--- src/rtl/demux2_stream_gl.sv ---
// Registered 1-to-2 val/rdy stream demultiplexer with per-port delivery counters.
// One holding register gives one cycle of latency at full throughput.
module demux2_stream_gl #(
  parameter int unsigned nbits = 32,
  parameter int unsigned cbits = 8
) (
  input  logic             clk,
  input  logic             rst_n,
  input  logic             in_val,
  output logic             in_rdy,
  input  logic [nbits-1:0] in_msg,
  input  logic             in_sel,
  output logic             out0_val,
  input  logic             out0_rdy,
  output logic [nbits-1:0] out0_msg,
  output logic             out1_val,
  input  logic             out1_rdy,
  output logic [nbits-1:0] out1_msg,
  input  logic             cnt_clr,
  output logic [cbits-1:0] cnt0,
  output logic [cbits-1:0] cnt1
);

  typedef enum logic [1:0] {StEmpty, StFull0, StFull1} state_e;

  state_e           state_q, state_d;
  logic [nbits-1:0] hold_q, hold_d;
  logic [cbits-1:0] cnt0_q, cnt0_d;
  logic [cbits-1:0] cnt1_q, cnt1_d;
  logic             in_fire, out0_fire, out1_fire;

  // in_rdy looks only at state and the held message's own port rdy, never at in_val.
  always_comb begin
    out0_val  = (state_q == StFull0);
    out1_val  = (state_q == StFull1);
    out0_msg  = hold_q;
    out1_msg  = hold_q;
    in_rdy    = (state_q == StEmpty) | (out0_val & out0_rdy) | (out1_val & out1_rdy);
    in_fire   = in_val & in_rdy;
    out0_fire = out0_val & out0_rdy;
    out1_fire = out1_val & out1_rdy;
  end

  always_comb begin
    state_d = state_q;
    hold_d  = hold_q;
    if (in_fire) begin
      hold_d  = in_msg;
      state_d = in_sel ? StFull1 : StFull0;
    end else if (out0_fire || out1_fire) begin
      state_d = StEmpty;
    end
  end

  // Clear wins over a same-cycle increment.
  always_comb begin
    cnt0_d = cnt0_q + cbits'(out0_fire);
    cnt1_d = cnt1_q + cbits'(out1_fire);
    if (cnt_clr) begin
      cnt0_d = '0;
      cnt1_d = '0;
    end
  end

  always_ff @(posedge clk or negedge rst_n) begin
    if (!rst_n) begin
      state_q <= StEmpty;
      hold_q  <= '0;
      cnt0_q  <= '0;
      cnt1_q  <= '0;
    end else begin
      state_q <= state_d;
      hold_q  <= hold_d;
      cnt0_q  <= cnt0_d;
      cnt1_q  <= cnt1_d;
    end
  end

  assign cnt0 = cnt0_q;
  assign cnt1 = cnt1_q;

endmodule

--- config.mk ---
export PLATFORM = sky130hd
export DESIGN_NAME = demux2_stream_gl
export DESIGN_NICKNAME = d
export VERILOG_FILES = /design/src/rtl/demux2_stream_gl.sv
export SDC_FILE = /design/constraint.sdc
export NUM_CORES = 1
export LEC_CHECK = 0
export BUFFER_PORTS_ARGS = -buffer_cell sky130_fd_sc_hd__buf_2
export CAP_MARGIN = 20
export CORE_AREA = 2 2 76 78
export DETAILED_ROUTE_END_ITERATION = 16
export DIE_AREA = 0 0 78 80
export GPL_ROUTABILITY_DRIVEN = 0
export PLACE_DENSITY_LB_ADDON = 0.05
export SYNTH_ARGS = -nofsm -noshare
export SYNTH_HDL_FRONTEND = slang
export SYNTH_SLANG_ARGS = --single-unit
--- constraint.sdc ---
create_clock -name clk -period 2 [get_ports clk]
set_input_delay 0.3 -clock clk [delete_from_list [all_inputs] [get_ports clk]]
set_output_delay 0.3 -clock clk [all_outputs]
set_load 0.05 [all_outputs]
==> metrics.csv, run 1 <==
stage,metric,value,unit
critical_path,Setup crit end,cnt0[6],
timing,Max transition margin,62.6,%
power,Net Switching,2.97,mW
cells_and_area,P&R area growth vs syn,25.3,%
floorplanning,initial core utilization,43.2,%
synth,Synth area leader,dfrtp_1,
hold_path,Hold WC Path Type,in -> reg,
critical_path,Critical Path Slowest Stage Cell,dfrtp_1,
floorplanning,# IOs,122,
floorplanning,die footprint,0.00624,mm^2
cells_and_area,Antenna Cells,0,
cells_and_area,fraction of layout cells with a size suffix above 1,59.5,%
critical_path,Worst Setup Path Type,reg -> reg,
floorplanning,die span in y,80,um
timing,min Tclk post-route,1780,ps
clocking,Post-CTS Setup Repair Bufs,0,
floorplanning,core region area,0.00541,mm^2
synth,Post-Syn Area,0.00233,mm^2
synth,ys flop type,dfrtp_1,
critical_path,Worst Setup Start Kind,flop,
synth,Synth Area in XOR/XNOR,2.25,%
route,initial drt markers,35,
floorplanning,num rows,27,
power,Cell Pwr Density,1810,mW/mm^2
route,DR vias/cell,4.71,
power,Seq pwr share,28.2,%
critical_path,WP data arrival,2000,ps
critical_path,crit-path most repeated cell,ha_1,
timing,Pins Over Slew Limit,0,
synth,simple-gate portion of the synthesized area,9.17,%
critical_path,Crit. End Element,flop,
placement,I/O Buffers,121,
placement,pre-CTS WS,47.3,ps
clocking,clock latency on the worst-skew pair,300,ps
route,drt pass-1 iters,4,
flow_run,max-cap violations,0,
route,via count,1676,
power,Gate power share,60.5,%
global_route,total track usage,14.4,%
clocking,Num CTS Buffers,5,
power,VDD IR-drop max,850,uV
global_route,gr ovfl total,0,
cells_and_area,Final #Nets,326,
global_route,first-pass GRT wire length,7070,um
route,WL final,4670,um
synth,synth top area cells,"dfrtp_1 54%, mux2_2 14%, buf_4 10%",
clocking,CTS Buffer Depth,2,
power,Pleak,1.48,nW
critical_path,crit path launch,state_q[1],
synth,Synth Area in Adders,2.14,%
timing,final-report setup violation count,0,
timing,Final Cycle Share,88.8,%
floorplanning,die width,78,um
clocking,CTS Sinks,50,
global_route,vias in the first global route,1547,
synth,syn_nets,229,
synth,Synth Register Bits,50,
clocking,H-tree depth,2,
placement,Post-DP Area,0.00279,mm^2
clocking,clock-pin transition on the worst setup and hold timing paths,90,ps
synth,top-count cell post-synth,dfrtp_1,
power,clock network fraction of total power,11.3,%
synth,Synth Area in Compound Gates,4.99,%
critical_path,r2r setup slk,220,ps
critical_path,CP max FO,4,
cells_and_area,fin area,0.00292,mm^2
critical_path,R2R cell count,8,
synth,cells after synthesis,186,
synth,Post-synth EDFFs,0,
timing,setup ws final,223,ps
cells_and_area,utilization after layout,54.1,%
timing,post-route setup TNS,0,ps
critical_path,crit-path cells,buf_4 > nor2b_4 > and2_1 > ha_1 > ha_1 > nand2_1 > or3_1 > a21oi_1,
timing,final hold violation count,0,
synth,async set-or-reset flop fraction in the synthesized netlist,100,%
synth,sequential share of the synthesized area,53.6,%
synth,syn avg cell area,12.5,um^2
timing,RSZ-0062 raised after global routing,no,
critical_path,r2r endpoint,cnt0[6],
synth,top cell type's share of synthesized area,53.6,%
global_route,largest net degree at the start of global routing,33,
synth,Commonest cells post-synth,"50 x dfrtp_1, 32 x buf_4, 30 x mux2_2",
global_route,initial antenna violation count,0,
timing,Fmax,0.563,GHz
power,Switching Fraction,56.2,%
timing,worst slew pin tran,561,ps
synth,Yosys warning total,0,
clocking,CTS tree,yes,
synth,multiplexer area fraction after synthesis,15.8,%
route,average wire per standard cell,13.1,um
run_status,run status,finished clean,
route,Residual DRC,0,
critical_path,critical path required time,2230,ps
clocking,CTS Root Cell,clkbuf_8,
synth,main combinational cell family by area after synthesis,multiplexers,
synth,Yosys cell types,26,
power,total power,5.29,mW
critical_path,CP max stage delay,380,ps
placement,DPL Wire Length,3220,um
route,DRT antenna net count,0,
power,Internal,2.32,mW
timing,Setup Skew,5.55,ps
critical_path,reg2reg start,state_q[1],
## flip-flops by register name, indices dropped and copies added, names as in the netlist
| register | cells |
|---|---|
| state_q | 2 |
| cnt0 | 8 |
| out0_msg | 32 |
| cnt1 | 8 |
## per-layer routing
metal  GRT usage [%]  vias up  share of wire, %
met3            3.73        5               8.8
met2            24.8       78                45
met5               0        -                 0
met4            5.26        0              0.84
li1                -      797                 -
met1            17.4      796                45
## area by class of cell
cell class,instances,area [um^2]
clock buffer,7,86.3
fill,498,2480
clock inverter,1,5.00
sequential,50,1250
timing repair buffer,125,651
tap,72,90.1
multi-input combinational,100,836
inverter,1,3.75
## through the flow
stage / hold WS (ps) / std cells
finish: 206 / 356
global placement: 310 / 346
global route: 194 / 356
detailed placement: 313 / 346
floorplan: 4.41 / 186
CTS: 200 / 355
## critical path: cells and delay by family (launching register included)
| kind | cells | cell delay, ps |
|---|---|---|
| and+or+nand+nor | 4 | 660 |
| DFF | 1 | 380 |
| adders and majority gates | 2 | 370 |
| buffers and inverters | 1 | 150 |
| AOI/OAI and AO/OA | 1 | 150 |
## power by group through the flow
stage / clock [mW] / combinational (mW) / sequential (mW)
2_1_floorplan: 0 / 1.90 / 2.49
3_3_place_gp: 0 / 3.18 / 1.51
3_5_place_dp: 0 / 3.19 / 1.52
4_1_cts: 0.614 / 3.19 / 1.50
5_1_grt: 0.665 / 3.33 / 1.54
6_report: 0.598 / 3.20 / 1.49
## cells in the final DEF, fill, tap and decap left out
cell,count
o21ba_2,1
nand2_1,5
buf_12,1
or3_1,6
nor2b_4,1
buf_4,2
ha_1,4
nor2_1,9
a21oi_1,6
mux2_4,2
xnor2_1,2
dlygate4sd3_1,1
clkinv_2,1
nand4_1,2
inv_1,1
nor2b_1,5
and2b_4,1
clkbuf_8,6
buf_2,121
o21ai_0,7
nand3_1,6
xor2_1,4
dfrtp_1,50
clkbuf_1,1
and2_1,2
nand2b_1,2
mux2_2,30
a31oi_1,1
nor2b_2,1
o2bb2ai_4,2
a21boi_0,1
## worst min-delay path by stage
stage             start    endpoint  slack (ps)  depth (start not counted)
5_1_grt        out0_rdy  state_q[0]         190                          2
2_1_floorplan     rst_n     cnt0[0]           4                          0
3_3_place_gp      rst_n     cnt1[4]         310                          1
4_1_cts        out0_rdy  state_q[0]         200                          2
6_report       out0_rdy  state_q[0]         210                          2
3_5_place_dp      rst_n     cnt1[4]         310                          1
## logic make-up (layout without fill, tap and decap cells)
logic type,count (synthesis),count (layout)
xor gates and xnor gates,6,6
adders and majority gates,4,4
AOI/OAI and AO/OA,17,18
and+or+nand+nor,40,40
DFF,50,50
buffers and inverters,37,134
muxes,32,32
## timing repair
action	CTS	global route
endpoints found under the hold margin	21	0
gates resized for setup	0	1
hold buffers	1	0
setup endpoints to repair	0	30
Note: power is estimated with default switching activity, not from simulation.
==> run 2: changes to the inputs <==
CORE_AREA = 2 2 105 56   (was 2 2 76 78)
DIE_AREA = 0 0 107 58   (was 0 0 78 80)
SLEW_MARGIN = 5   (was not set)
==> metrics.csv, run 2 (synthesis results as in run 1) <==
stage,metric,value,unit,change
run_status,run status,finished clean,,unchanged
clocking,Num CTS Buffers,5,,unchanged
floorplanning,# IOs,122,,unchanged
route,Residual DRC,0,,unchanged
power,Pleak,1.48,nW,about the same
timing,Fmax,0.566,GHz,was 0.563 GHz
critical_path,crit-path most repeated cell,nor2_1,,was ha_1
power,VDD IR-drop max,1110,uV,was 850 uV
route,WL final,4840,um,was 4670 um
clocking,Post-CTS Setup Repair Bufs,0,,unchanged
clocking,clock-pin transition on the worst setup and hold timing paths,90,ps,about the same
cells_and_area,utilization after layout,55.1,%,was 54.1%
cells_and_area,fillers,469,,was 498
global_route,initial antenna violation count,0,,unchanged
timing,Max transition margin,58.5,%,was 62.6%
critical_path,r2r endpoint,cnt0[6],,unchanged
route,DRT antenna net count,0,,unchanged
timing,worst slew pin tran,622,ps,was 561 ps
cells_and_area,Final #Nets,325,,was 326
cells_and_area,"commonest non-fill, non-tap cell in the layout",buf_2,,unchanged
critical_path,reg2reg start,state_q[1],,unchanged
clocking,CTS Buffer Depth,2,,unchanged
critical_path,critical path required time,1700,ps,was 2230 ps
cells_and_area,fraction of layout cells with a size suffix above 1,60.1,%,was 59.5%
critical_path,CP max FO,5,,was 4
clocking,H-tree depth,2,,unchanged
critical_path,r2r setup slk,230,ps,was 220 ps
timing,min Tclk post-route,1770,ps,was 1780 ps
timing,final-report setup violation count,0,,unchanged
hold_path,Hold WC Path Type,in -> async,,was in -> reg
cells_and_area,Post-Layout Cell Count,356,,unchanged
floorplanning,num rows,19,,was 27
clocking,CTS Root Cell,clkbuf_8,,unchanged
floorplanning,core region area,0.00530,mm^2,was 0.00541 mm^2
cells_and_area,most frequent cells in the layout,"121 x buf_2, 50 x dfrtp_1, 30 x mux2_2",,unchanged
critical_path,CP max stage delay,430,ps,was 380 ps
timing,setup ws final,233,ps,was 223 ps
clocking,CTS Sinks,50,,unchanged
flow_run,max-cap violations,0,,unchanged
timing,RSZ-0062 raised after global routing,no,,unchanged
route,via count,1653,,was 1676
timing,final hold violation count,0,,unchanged
critical_path,Worst Setup Start Kind,flop,,unchanged
cells_and_area,Antenna Cells,0,,unchanged
global_route,total track usage,15.4,%,was 14.4%
clocking,CTS tree,yes,,unchanged
critical_path,Critical Path Slowest Stage Cell,dfrtp_1,,unchanged
floorplanning,die span in y,58,um,was 80 um
floorplanning,die footprint,0.00621,mm^2,was 0.00624 mm^2
floorplanning,initial core utilization,44.0,%,was 43.2%
clocking,cts hold-fix bufs,0,,was 1
critical_path,crit path launch,state_q[0],,was state_q[1]
global_route,largest net degree at the start of global routing,51,,was 33
critical_path,Crit. End Element,primary output,,was flop
route,initial drt markers,39,,was 35
cells_and_area,max reg flops,32,,unchanged
critical_path,crit-path cells,nor2b_2 > buf_4 > nor2_1 > nor2_1 > buf_2,,was buf_4 > nor2b_4 > and2_1 > ha_1 > ha_1 > nand2_1 > or3_1 > a21oi_1
timing,Final Cycle Share,88.4,%,was 88.8%
clocking,clock latency on the worst-skew pair,290,ps,was 300 ps
critical_path,R2R cell count,8,,unchanged
critical_path,Setup crit end,in_rdy,,was cnt0[6]
placement,DPL Wire Length,3450,um,was 3220 um
timing,post-route setup TNS,0,ps,unchanged
global_route,vias in the first global route,1547,,unchanged
critical_path,Worst Setup Path Type,reg -> out,,was reg -> reg
timing,Pins Over Slew Limit,0,,unchanged
cells_and_area,P&R area growth vs syn,25.1,%,was 25.3%
placement,placed cells,347,,was 346
global_route,gr ovfl total,0,,unchanged
route,drt pass-1 iters,4,,unchanged
placement,I/O Buffers,121,,unchanged
floorplanning,die width,107,um,was 78 um
placement,pre-CTS WS,49.7,ps,was 47.3 ps
power,Cell Pwr Density,1840,mW/mm^2,was 1810 mW/mm^2
route,DR vias/cell,4.64,,was 4.71
critical_path,WP data arrival,1470,ps,was 2000 ps
route,average wire per standard cell,13.6,um,was 13.1 um
global_route,first-pass GRT wire length,7420,um,was 7070 um
power,total power,5.39,mW,was 5.29 mW
timing,Setup Skew,4.97,ps,was 5.55 ps
-- run 2: changes by cell type in the layout (fill, tap and decap cells not counted) --
cell           before  now
buf_12              1    0
buf_4               2    3
bufinv_16           0    1
clkbuf_1            1    0
clkbuf_8            6    5
clkinv_2            1    2
dlygate4sd3_1       1    0
-- run 2: report_power, final --
part | leakage [nW] | total [mW] | switching [mW] | internal, mW
logic | 0.803 | 3.20 | 2.46 | 0.737
clock network | 0.0579 | 0.687 | 0.319 | 0.368
registers | 0.620 | 1.50 | 0.201 | 1.30
-- run 2: area by class of cell --
cell class | instances | area [um^2] | share of cell area [%]
sequential | 50 | 1250 | 42.9
clock inverter | 3 | 40.0 | 1.37
tap | 73 | 91.3 | 3.13
clock buffer | 5 | 68.8 | 2.36
inverter | 1 | 3.75 | 0.129
multi-input combinational | 100 | 836 | 28.6
timing repair buffer | 124 | 628 | 21.5
-- run 2: critical path, delay by kind of cell, from the launching register on --
kind / cells / cell delay, ps
flip-flops: 1 / 430
buffers and inverters: 2 / 440
AND/OR/NAND/NOR: 3 / 290
-- run 2: timing repair --
action                                  in CTS  in global routing
endpoints found under the setup margin       0                 30
hold endpoints to repair                     0                  0
gates resized for setup                      0                  1
-- run 2: stage by stage --
step	area [um^2]	hold slack (ps)
after floorplan	2340	4.41
after global placement	2780	454
after detailed placement	2780	447
after CTS	2890	123
after global routing	2920	162
final	2920	96.7
-- run 2: worst min-delay path by stage --
stage | from | end | slack, ps | cells after the start
after floorplan | rst_n | cnt0[0] | 4 | 0
final | rst_n | cnt0[3] | 100 | 2
after global placement | rst_n | cnt0[3] | 450 | 2
after global routing | rst_n | out0_msg[5] | 160 | 2
after CTS | rst_n | out0_msg[7] | 120 | 2
after detailed placement | rst_n | cnt0[3] | 450 | 2
-- run 2: per-layer routing --
| metal | vias to the layer above | share of wire [%] | routed length [um] | GRT usage, % |
|---|---|---|---|---|
| li1 | 801 | - | - | - |
| met1 | 770 | 51 | 2480 | 22.8 |
| met2 | 78 | 39 | 1900 | 22.5 |
| met3 | 4 | 8.7 | 419 | 4.39 |
| met4 | 0 | 0.85 | 41 | 3.90 |
| met5 | - | 0 | 0 | 0 |
==> run 3: changes to the inputs <==
BUFFER_PORTS_ARGS = not set   (was -buffer_cell sky130_fd_sc_hd__buf_2)
CORE_AREA = 2 2 90 49   (was 2 2 105 56)
DIE_AREA = 0 0 92 51   (was 0 0 107 58)
DONT_BUFFER_PORTS = 1   (was not set)
==> metrics.csv, run 3 (synthesis results as in run 1) <==
stage,metric,value,unit,change
floorplanning,die width,92,um,was 107 um
route,via count,1316,,was 1653
cells_and_area,utilization after layout,59.4,%,was 55.1%
timing,final-report setup violation count,0,,unchanged
route,DRT antenna net count,0,,unchanged
timing,Setup Skew,6.09,ps,was 4.97 ps
hold_path,hold_sp,cnt_clr,,
critical_path,CP max stage delay,440,ps,was 430 ps
clocking,CTS Buffer Depth,2,,unchanged
route,DR vias/cell,5.65,,was 4.64
floorplanning,# IOs,122,,unchanged
timing,Max transition margin,38.0,%,was 58.5%
global_route,met2 Use GR,29.0,%,was 22.5%
floorplanning,num rows,17,,was 19
critical_path,Critical Path Slowest Stage Cell,dfrtp_1,,unchanged
clocking,clock-pin transition on the worst setup and hold timing paths,90,ps,about the same
timing,RSZ-0062 raised after global routing,no,,unchanged
global_route,gr ovfl total,0,,unchanged
hold_path,hold path depth,1,,
timing,worst slew pin tran,931,ps,was 622 ps
cells_and_area,most frequent cells in the layout,"50 x dfrtp_1, 30 x mux2_2, 15 x buf_4",,"was 121 x buf_2, 50 x dfrtp_1, 30 x mux2_2"
clocking,CTS Root Cell,clkbuf_8,,unchanged
critical_path,reg2reg start,state_q[0],,was state_q[1]
cells_and_area,fraction of layout cells with a size suffix above 1,35.2,%,was 60.1%
global_route,GRT Max-Usage Layer,met2,,was met1
cells_and_area,max reg flops,32,,unchanged
flow_run,max-cap violations,0,,unchanged
route,drt pass-1 iters,4,,unchanged
critical_path,crit-path cells,nor2b_2 > and2_1 > ha_1 > ha_1 > nand2_1 > or3_1 > a21oi_1,,was nor2b_2 > buf_4 > nor2_1 > nor2_1 > buf_2
floorplanning,die span in y,51,um,was 58 um
critical_path,R2R cell count,7,,was 8
cells_and_area,register area,0.00125,mm^2,unchanged
route,initial drt markers,24,,was 39
cells_and_area,Antenna Cells,0,,unchanged
global_route,largest net degree at the start of global routing,51,,unchanged
clocking,clock latency on the worst-skew pair,290,ps,about the same
global_route,met3 Usage GRT,8.41,%,was 4.39%
clocking,CTS tree,yes,,unchanged
clocking,Num CTS Buffers,5,,unchanged
cells_and_area,"commonest non-fill, non-tap cell in the layout",dfrtp_1,,was buf_2
cells_and_area,footprint of the multi-input gates,836,um^2,unchanged
timing,Fmax,0.564,GHz,was 0.566 GHz
critical_path,Crit. End Element,flop,,was primary output
floorplanning,initial core utilization,57.7,%,was 44.0%
clocking,CTS Sinks,50,,unchanged
cells_and_area,Final #Nets,218,,was 325
cells_and_area,fillers,319,,was 469
critical_path,r2r endpoint,cnt1[6],,was cnt0[6]
placement,DPL Wire Length,3090,um,was 3450 um
global_route,first-pass GRT wire length,6470,um,was 7420 um
floorplanning,die footprint,0.00469,mm^2,was 0.00621 mm^2
timing,Pins Over Slew Limit,0,,unchanged
global_route,initial antenna violation count,0,,unchanged
route,WL final,4460,um,was 4840 um
critical_path,CP max FO,5,,unchanged
placement,I/O Buffers,0,,was 121
critical_path,WP data arrival,1990,ps,was 1470 ps
critical_path,r2r setup slk,230,ps,about the same
clocking,Post-CTS Setup Repair Bufs,0,,unchanged
critical_path,crit-path most repeated cell,ha_1,,was nor2_1
global_route,total track usage,17.9,%,was 15.4%
hold_path,hold worst-path end,cnt0[6],,
critical_path,Worst Setup Start Kind,flop,,unchanged
critical_path,Worst Setup Path Type,reg -> reg,,was reg -> out
clocking,H-tree depth,2,,unchanged
timing,final hold violation count,0,,unchanged
floorplanning,core region area,0.00404,mm^2,was 0.00530 mm^2
global_route,met1 GRT Util,21.9,%,was 22.8%
timing,min Tclk post-route,1770,ps,about the same
critical_path,critical path required time,2220,ps,was 1700 ps
route,Residual DRC,0,,unchanged
global_route,vias in the first global route,1298,,was 1547
run_status,run status,finished clean,,unchanged
hold_path,Hold WC Path Type,in -> reg,,was in -> async
timing,Final Cycle Share,88.7,%,was 88.4%
cells_and_area,P&R area growth vs syn,2.95,%,was 25.1%
timing,post-route setup TNS,0,ps,unchanged
route,average wire per standard cell,19.1,um,was 13.6 um
==> run 3: worst max-delay path, delay by kind of cell, from the launching register on <==
family | cells | cell delay [ps]
compound gates | 1 | 150
fa+ha+maj | 2 | 400
flops | 1 | 440
simple gates | 4 | 730
==> run 3: worst max path at each step <==
stage	startpoint	end	slack (ps)	depth (start not counted)
floorplan	state_q[0]	cnt0[6]	130	7
CTS	state_q[0]	out0_msg[30]	40	3
global route	state_q[0]	cnt1[6]	80	7
detailed placement	state_q[0]	out0_msg[20]	40	3
finish	state_q[0]	cnt1[6]	230	7
global placement	state_q[0]	out0_msg[27]	150	3
==> run 3: metrics by stage <==
step	hold slack (ps)	instances	cell area [um^2]	worst slack, ps
2_1_floorplan	4.41	186	2340	130
3_3_place_gp	5.41	222	2250	152
3_5_place_dp	5.19	222	2250	43.6
4_1_cts	46.1	232	2370	39.9
5_1_grt	39.1	233	2400	82.3
6_report	56.1	233	2400	226
==> run 3: metal layers <==
metal	part of all wire [%]	routed length [um]
met1	42	1870
met2	47	2090
met3	9.6	427
met4	1.3	59
met5	0	0
==> run 3: what timing repair did <==
action | in CTS | in global routing
endpoints found under the setup margin | 0 | 26
hold endpoints to repair | 50 | 0
gates resized for setup | 0 | 1
hold buffers | 2 | 0
==> run 3: cell type report <==
class                   count  area share, %
repair buffers             17           6.25
clock inverters             3          0.885
flip-flops and latches     50           52.1
clock buffers               5           2.86
inverters                   1          0.156
multi-input cells         100           34.8
well taps                  57           2.97
Power of run 3 is not shown: default switching activity piles up to over one toggle a cycle in this logic, so the estimate is an artifact.
